<file path="src/rtl/freq_entry_ctrl.sv">
// -----------------------------------------------------------------------------
// freq_entry_ctrl
//
// Keypad front end for a waveform generator. A raw keypad "hit" flag is
// synchronised and debounced into single key events. These events build a
// decimal frequency (up to MAX_DIGITS BCD digits) and a pending waveform. On
// '#' the BCD entry is converted to binary over four cycles. The result is then
// offered to the generator with a valid/ready handshake.
//
// Ports
//   FPGA_CLK1_50  in   1   sole clock, rising edge
//   reset         in   1   asynchronous active-high reset
//   kphit         in   1   raw key-pressed flag (asynchronous)
//   kpval         in   4   key code: 0-9 digit, A-D waveform, E '*', F '#'
//   cfg_ready     in   1   generator accepts configuration
//   cfg_valid     out  1   configuration offer
//   cfg_freq      out  14  binary frequency 1-9999
//   cfg_wave      out  2   waveform select A=0 .. D=3
//   entry_bcd     out  16  digits entered so far, LSD in [3:0]
//   digit_count   out  3   number of digits held in entry_bcd
//   busy          out  1   converting or offering a configuration
//   err           out  1   sticky invalid-entry flag
// -----------------------------------------------------------------------------
module freq_entry_ctrl #(
    parameter int DEBOUNCE_CYCLES = 500000,
    parameter int MAX_DIGITS      = 4
) (
    input  logic        FPGA_CLK1_50,
    input  logic        reset,
    input  logic        kphit,
    input  logic [3:0]  kpval,
    input  logic        cfg_ready,
    output logic        cfg_valid,
    output logic [13:0] cfg_freq,
    output logic [1:0]  cfg_wave,
    output logic [15:0] entry_bcd,
    output logic [2:0]  digit_count,
    output logic        busy,
    output logic        err
);

    localparam int CW = $clog2(DEBOUNCE_CYCLES + 1);
    // Counter value meaning "this cycle completes the debounce period".
    localparam logic [CW-1:0] DB_LAST = CW'(DEBOUNCE_CYCLES - 1);
    localparam logic [CW-1:0] DB_ONE  = CW'(1);
    localparam logic [CW-1:0] DB_ZERO = CW'(0);
    localparam logic [2:0]    MAX_DG  = 3'(MAX_DIGITS);

    typedef enum logic [1:0] {K_IDLE, K_PRESS, K_HELD, K_RELEASE} key_state_e;
    typedef enum logic [1:0] {E_ENTRY, E_CONVERT, E_ISSUE} ent_state_e;

    logic          sync1_q, sync2_q;
    key_state_e    key_state_q, key_state_d;
    logic [CW-1:0] db_cnt_q, db_cnt_d;
    logic          key_fire_s;
    logic          key_evt_q;
    logic [3:0]    key_code_q, key_code_d;

    ent_state_e    ent_state_q, ent_state_d;
    logic [15:0]   entry_bcd_q, entry_bcd_d;
    logic [2:0]    digit_count_q, digit_count_d;
    logic [1:0]    wave_pend_q, wave_pend_d;
    logic [13:0]   acc_q, acc_d;
    logic [1:0]    idx_q, idx_d;
    logic          cfg_valid_q, cfg_valid_d;
    logic [13:0]   cfg_freq_q, cfg_freq_d;
    logic [1:0]    cfg_wave_q, cfg_wave_d;
    logic          busy_q, busy_d;
    logic          err_q, err_d;
    logic [3:0]    nib_s;
    logic [13:0]   acc_mac_s;

    // Debounce FSM: the counter holds the number of consecutive qualifying
    // cycles already seen, so the DEBOUNCE_CYCLES-th one matches DB_LAST.
    always_comb begin
        key_state_d = key_state_q;
        db_cnt_d    = db_cnt_q;
        key_fire_s  = 1'b0;
        case (key_state_q)
            K_IDLE, K_PRESS: begin
                if (sync2_q) begin
                    if (db_cnt_q == DB_LAST) begin
                        key_fire_s  = 1'b1;
                        key_state_d = K_HELD;
                        db_cnt_d    = DB_ZERO;
                    end else begin
                        key_state_d = K_PRESS;
                        db_cnt_d    = db_cnt_q + DB_ONE;
                    end
                end else begin
                    key_state_d = K_IDLE;
                    db_cnt_d    = DB_ZERO;
                end
            end
            K_HELD, K_RELEASE: begin
                if (!sync2_q) begin
                    if (db_cnt_q == DB_LAST) begin
                        key_state_d = K_IDLE;
                        db_cnt_d    = DB_ZERO;
                    end else begin
                        key_state_d = K_RELEASE;
                        db_cnt_d    = db_cnt_q + DB_ONE;
                    end
                end else begin
                    key_state_d = K_HELD;
                    db_cnt_d    = DB_ZERO;
                end
            end
            default: begin
                key_state_d = K_IDLE;
                db_cnt_d    = DB_ZERO;
            end
        endcase
        // kpval is stable by the time a press has been debounced.
        if (key_fire_s) begin
            key_code_d = kpval;
        end else begin
            key_code_d = key_code_q;
        end
    end

    // Select the BCD nibble for the current conversion step, MSD first.
    always_comb begin
        case (idx_q)
            2'd0:    nib_s = entry_bcd_q[15:12];
            2'd1:    nib_s = entry_bcd_q[11:8];
            2'd2:    nib_s = entry_bcd_q[7:4];
            2'd3:    nib_s = entry_bcd_q[3:0];
            default: nib_s = 4'd0;
        endcase
        // acc never exceeds 999 before the last step, so 14 bits suffice.
        acc_mac_s = acc_q * 14'd10 + {10'd0, nib_s};
    end

    // Entry FSM: digit collection, BCD-to-binary conversion and handshake.
    always_comb begin
        ent_state_d   = ent_state_q;
        entry_bcd_d   = entry_bcd_q;
        digit_count_d = digit_count_q;
        wave_pend_d   = wave_pend_q;
        acc_d         = acc_q;
        idx_d         = idx_q;
        cfg_valid_d   = cfg_valid_q;
        cfg_freq_d    = cfg_freq_q;
        cfg_wave_d    = cfg_wave_q;
        err_d         = err_q;
        case (ent_state_q)
            E_ENTRY: begin
                if (key_evt_q) begin
                    if (key_code_q <= 4'd9) begin
                        if (digit_count_q < MAX_DG) begin
                            entry_bcd_d   = {entry_bcd_q[11:0], key_code_q};
                            digit_count_d = digit_count_q + 3'd1;
                            err_d         = 1'b0;
                        end else begin
                            entry_bcd_d = entry_bcd_q;
                        end
                    end else if (key_code_q <= 4'hD) begin
                        wave_pend_d = 2'(key_code_q - 4'hA);
                    end else if (key_code_q == 4'hE) begin
                        entry_bcd_d   = 16'd0;
                        digit_count_d = 3'd0;
                        err_d         = 1'b0;
                    end else begin
                        if ((digit_count_q == 3'd0) || (entry_bcd_q == 16'd0)) begin
                            err_d         = 1'b1;
                            entry_bcd_d   = 16'd0;
                            digit_count_d = 3'd0;
                        end else begin
                            ent_state_d = E_CONVERT;
                            acc_d       = 14'd0;
                            idx_d       = 2'd0;
                        end
                    end
                end else begin
                    ent_state_d = E_ENTRY;
                end
            end
            E_CONVERT: begin
                acc_d = acc_mac_s;
                idx_d = idx_q + 2'd1;
                if (idx_q == 2'd3) begin
                    ent_state_d = E_ISSUE;
                    cfg_valid_d = 1'b1;
                    cfg_freq_d  = acc_mac_s;
                    cfg_wave_d  = wave_pend_q;
                end else begin
                    ent_state_d = E_CONVERT;
                end
            end
            E_ISSUE: begin
                if (cfg_ready) begin
                    cfg_valid_d   = 1'b0;
                    entry_bcd_d   = 16'd0;
                    digit_count_d = 3'd0;
                    ent_state_d   = E_ENTRY;
                end else begin
                    ent_state_d = E_ISSUE;
                end
            end
            default: begin
                ent_state_d = E_ENTRY;
                cfg_valid_d = 1'b0;
            end
        endcase
        busy_d = (ent_state_d == E_CONVERT) || (ent_state_d == E_ISSUE);
    end

    // State registers for synchroniser, debouncer and entry path.
    always_ff @(posedge FPGA_CLK1_50 or posedge reset) begin
        if (reset) begin
            sync1_q       <= 1'b0;
            sync2_q       <= 1'b0;
            key_state_q   <= K_IDLE;
            db_cnt_q      <= DB_ZERO;
            key_evt_q     <= 1'b0;
            key_code_q    <= 4'd0;
            ent_state_q   <= E_ENTRY;
            entry_bcd_q   <= 16'd0;
            digit_count_q <= 3'd0;
            wave_pend_q   <= 2'd0;
            acc_q         <= 14'd0;
            idx_q         <= 2'd0;
            cfg_valid_q   <= 1'b0;
            cfg_freq_q    <= 14'd0;
            cfg_wave_q    <= 2'd0;
            busy_q        <= 1'b0;
            err_q         <= 1'b0;
        end else begin
            sync1_q       <= kphit;
            sync2_q       <= sync1_q;
            key_state_q   <= key_state_d;
            db_cnt_q      <= db_cnt_d;
            key_evt_q     <= key_fire_s;
            key_code_q    <= key_code_d;
            ent_state_q   <= ent_state_d;
            entry_bcd_q   <= entry_bcd_d;
            digit_count_q <= digit_count_d;
            wave_pend_q   <= wave_pend_d;
            acc_q         <= acc_d;
            idx_q         <= idx_d;
            cfg_valid_q   <= cfg_valid_d;
            cfg_freq_q    <= cfg_freq_d;
            cfg_wave_q    <= cfg_wave_d;
            busy_q        <= busy_d;
            err_q         <= err_d;
        end
    end

    assign cfg_valid   = cfg_valid_q;
    assign cfg_freq    = cfg_freq_q;
    assign cfg_wave    = cfg_wave_q;
    assign entry_bcd   = entry_bcd_q;
    assign digit_count = digit_count_q;
    assign busy        = busy_q;
    assign err         = err_q;

endmodule

</file>
<file path="config.mk">
export PLATFORM = sky130hd
export DESIGN_NAME = freq_entry_ctrl
export DESIGN_NICKNAME = d
export VERILOG_FILES = /design/src/rtl/freq_entry_ctrl.sv
export SDC_FILE = /design/constraint.sdc
export NUM_CORES = 1
export LEC_CHECK = 0
export ABC_AREA = 1
export CORE_MARGIN = 2
export CORE_UTILIZATION = 55
export CTS_BUF_LIST = sky130_fd_sc_hd__clkbuf_8
export DETAILED_ROUTE_END_ITERATION = 12
export PLACE_DENSITY_LB_ADDON = 0.12
export SYNTH_ARGS = -nofsm -noshare
export SYNTH_HDL_FRONTEND = slang
export SYNTH_SLANG_ARGS = --single-unit
</file>
<file path="constraint.sdc">
create_clock -name FPGA_CLK1_50 -period 7.72 [get_ports FPGA_CLK1_50]
set_input_delay 1.544 -clock FPGA_CLK1_50 [delete_from_list [all_inputs] [get_ports FPGA_CLK1_50]]
set_output_delay 1.544 -clock FPGA_CLK1_50 [all_outputs]
set_load 0.05 [all_outputs]
</file>
==> impl_metrics.tcl <==
set metrics [dict create \
    clkTransAtPathRegs_ns 0.08 \
    maxCapViolCount 0 \
    p_comb_share_pct 3.6 \
    h-tree-depth 3 \
    ff2ff_path_depth 15 \
    total_power_mw 0.804 \
    grt_pass1_vias 3898 \
    fp.dieH_um 98.2 \
    r2r-start "idx_q[0]$_DFFE_PP0P_" \
    switchingPower_mw 0.185 \
    cts_root_buffer "clkbuf_8" \
    syn_inst 598 \
    cts_sinks 84 \
    layout_common_cells "163 x nand2_1, 84 x dfrtp_1, 62 x inv_1" \
    timing.rr.end "acc_q[12]$_DFFE_PP0P_" \
    ys_seq_elements 84 \
    numPortBuffers 45 \
    critPathBufInv 1 \
    switching_share_pct 23.0 \
    crit_end "entry_bcd[0]" \
    cts_buffer_depth 2 \
    layout-drive-gt1-share_pct 13.1 \
    startpoint "entry_bcd[0]$_DFFE_PP0P_" \
    grt_first_pass_wirelength_um 17300 \
    start_kind "flip-flop" \
    start_util_pct 56.3 \
    p_int_mw 0.619 \
    ir_worst_vdd_v 0.0000915 \
    crit_type "reg2out" \
    grt_max_degree 85 \
    r2r_setup_slack_ns 4.97 \
    cp_cell_sequence "clkdlybuf4s50_1" \
    synth_cell_types 34 \
    wirelength_um 9870 \
    drc 0 \
    synthArstFlopShare_pct 100 \
    cp.depth 1 \
    period_share_pct 40.8 \
    coreArea_um2 8680 \
    wl_per_cell_um 13.0 \
    num_vias 3954 \
    netlist_area_um2 4880 \
    finClkSkew_ns 0.0136 \
    critical-path-top-delay-family "buffers and inverters" \
    ys_seq_area_share_pct 43.0 \
    cp_data_required_time_ns 6.18 \
    fin_crit_ns 3.15 \
    nets 684 \
    outcome "finished clean" \
    io_pins 46 \
    ys.flop_type "dfrtp_1" \
    overflow 0 \
    final_core_util_pct 64.7 \
    finalSetupViolCount 0 \
    grt_antenna_before_repair 0 \
    cp_max_fo 4 \
    hold_path.class "reg2reg" \
    cp_slowest_cell "clkdlybuf4s50_1" \
    cts_buffers 9 \
    finalNonFillerCells 758 \
    p_seq_share_pct 55.4 \
    final_hold_viol_count 0 \
    rows 34 \
    fp.dieW_um 98.2 \
    die-area_um2 9650 \
    worstMarginPinSlew_ns 1.06 \
    antenna_left 0 \
    drt_iter0_drc 177 \
    max_freq_mhz 317 \
    p_leak_nw 2.67 \
    critPathCaptureType "primary output" \
    dp.cells 742 \
    cts_tree "done" \
    final_common_cell "nand2_1" \
    cp_slowest_stage_delay_ns 0.84 \
    area_delta_synth_final_pct 14.9 \
    place.gp.congestion 0.878 \
    crit_arrival_ns 1.61 \
    place.detailed.hpwl_um 7270 \
    finalMaxSlewViolations 0 \
    slew_headroom_pct 29.6 \
    post_cts_buffers 0 \
    grtUsageTotal_pct 21.6 \
    firstDrtPassIters 5 \
    p_per_area_nw_per_um2 143 \
    synth_area_per_cell_um2 8.17 \
    fin_setup_tns_ns 0 \
    cts_hold_buf 0 \
    ys_warn_count 0 \
    rsz0062_at_grt "false" \
    clock_latency_ns 0.35 \
    cts-resized-gates 0 \
    synth_edf_count 0 \
    syn_nets 637 \
    diodes 0 \
    vias_per_cell 5.22 \
    clockPowerShare_pct 41.1 \
]
[metal layers]
metal | up-vias | track usage, % | wire [um] | part of all wire [%]
met5 | - | 0 | 0 | 0
met4 | 0 | 7.06 | 131 | 1.3
met3 | 14 | 3.22 | 308 | 3.1
met2 | 75 | 34.8 | 4600 | 47
met1 | 1828 | 30.2 | 4820 | 49
li1 | 2037 | - | - | -
[power by group through the flow]
stage / logic (mW) / registers (mW) / clock network [mW]
2_1_floorplan: 0.0141 / 0.458 / 0
4_1_cts: 0.0297 / 0.445 / 0.336
3_3_place_gp: 0.0287 / 0.454 / 0
3_5_place_dp: 0.0297 / 0.454 / 0
6_report: 0.0286 / 0.445 / 0.330
5_1_grt: 0.0329 / 0.446 / 0.352
[cells in the mapped netlist, types with 7 or more instances]
master / n / share of area, %
nor2_2: 14 / 1.8
inv_1: 63 / 4.8
nand4_1: 14 / 1.8
o21ai_2: 20 / 3.6
a21oi_1: 16 / 1.6
dfrtp_1: 84 / 43
nand2_1: 163 / 13
nor2_1: 32 / 2.5
nand3_1: 49 / 5.0
xor2_1: 12 / 2.2
inv_2: 14 / 1.1
o21ai_0: 10 / 1.0
nand2_2: 7 / 0.90
ha_1: 29 / 7.4
o21ai_1: 23 / 2.4
xnor2_1: 7 / 1.3
[kinds of logic after synthesis]
group | count (synthesis) | share of synthesized area [%]
XOR/XNOR | 19 | 3.41
AO/OA/AOI/OAI | 78 | 9.99
AND/OR/NAND/NOR | 297 | 27.7
buffers and inverters | 89 | 7.61
adder cells (fa/ha/maj) | 31 | 8.25
flip-flops | 84 | 43.0
[worst min-delay path by stage]
stage	startpoint	endpoint	slack, ns	cells after the start
after global routing	sync1_q$_DFF_PP0_	sync2_q$_DFF_PP0_	0.37	0
after floorplan	sync1_q$_DFF_PP0_	sync2_q$_DFF_PP0_	0.33	0
final	sync1_q$_DFF_PP0_	sync2_q$_DFF_PP0_	0.35	0
after CTS	sync1_q$_DFF_PP0_	sync2_q$_DFF_PP0_	0.35	0
after global placement	sync1_q$_DFF_PP0_	sync2_q$_DFF_PP0_	0.33	0
after detailed placement	sync1_q$_DFF_PP0_	sync2_q$_DFF_PP0_	0.34	0
[metrics by stage]
step           setup WS (ns)  hold slack (ns)  area, um^2
2_1_floorplan           4.01            0.331        4880
3_3_place_gp            4.50            0.331        5400
3_5_place_dp            4.41            0.336        5400
4_1_cts                 4.55            0.354        5610
5_1_grt                 4.51            0.372        5610
6_report                4.57            0.353        5610
[sequential cells by signal, summed over array words and instances (netlist names), 2 cells and up]
| register | flops |
|---|---|
| wave_pend_q | 2 |
| cfg_freq | 14 |
| entry_bcd | 16 |
| idx_q | 2 |
| cfg_wave | 2 |
| key_code_q | 4 |
| digit_count | 3 |
| ent_state_q | 2 |
| acc_q | 13 |
| db_cnt_q | 19 |
[cell type report]
| class | count | area (um^2) |
|---|---|---|
| Timing Repair Buffer | 46 | 458 |
| Fill cell | 762 | 3060 |
| Tap cell | 108 | 135 |
| Sequential cell | 84 | 2100 |
| Clock buffer | 11 | 151 |
| Multi-Input combinational cell | 425 | 2410 |
| Inverter | 79 | 298 |
| Clock inverter | 5 | 58.8 |
(Power assumes the default switching activity.)
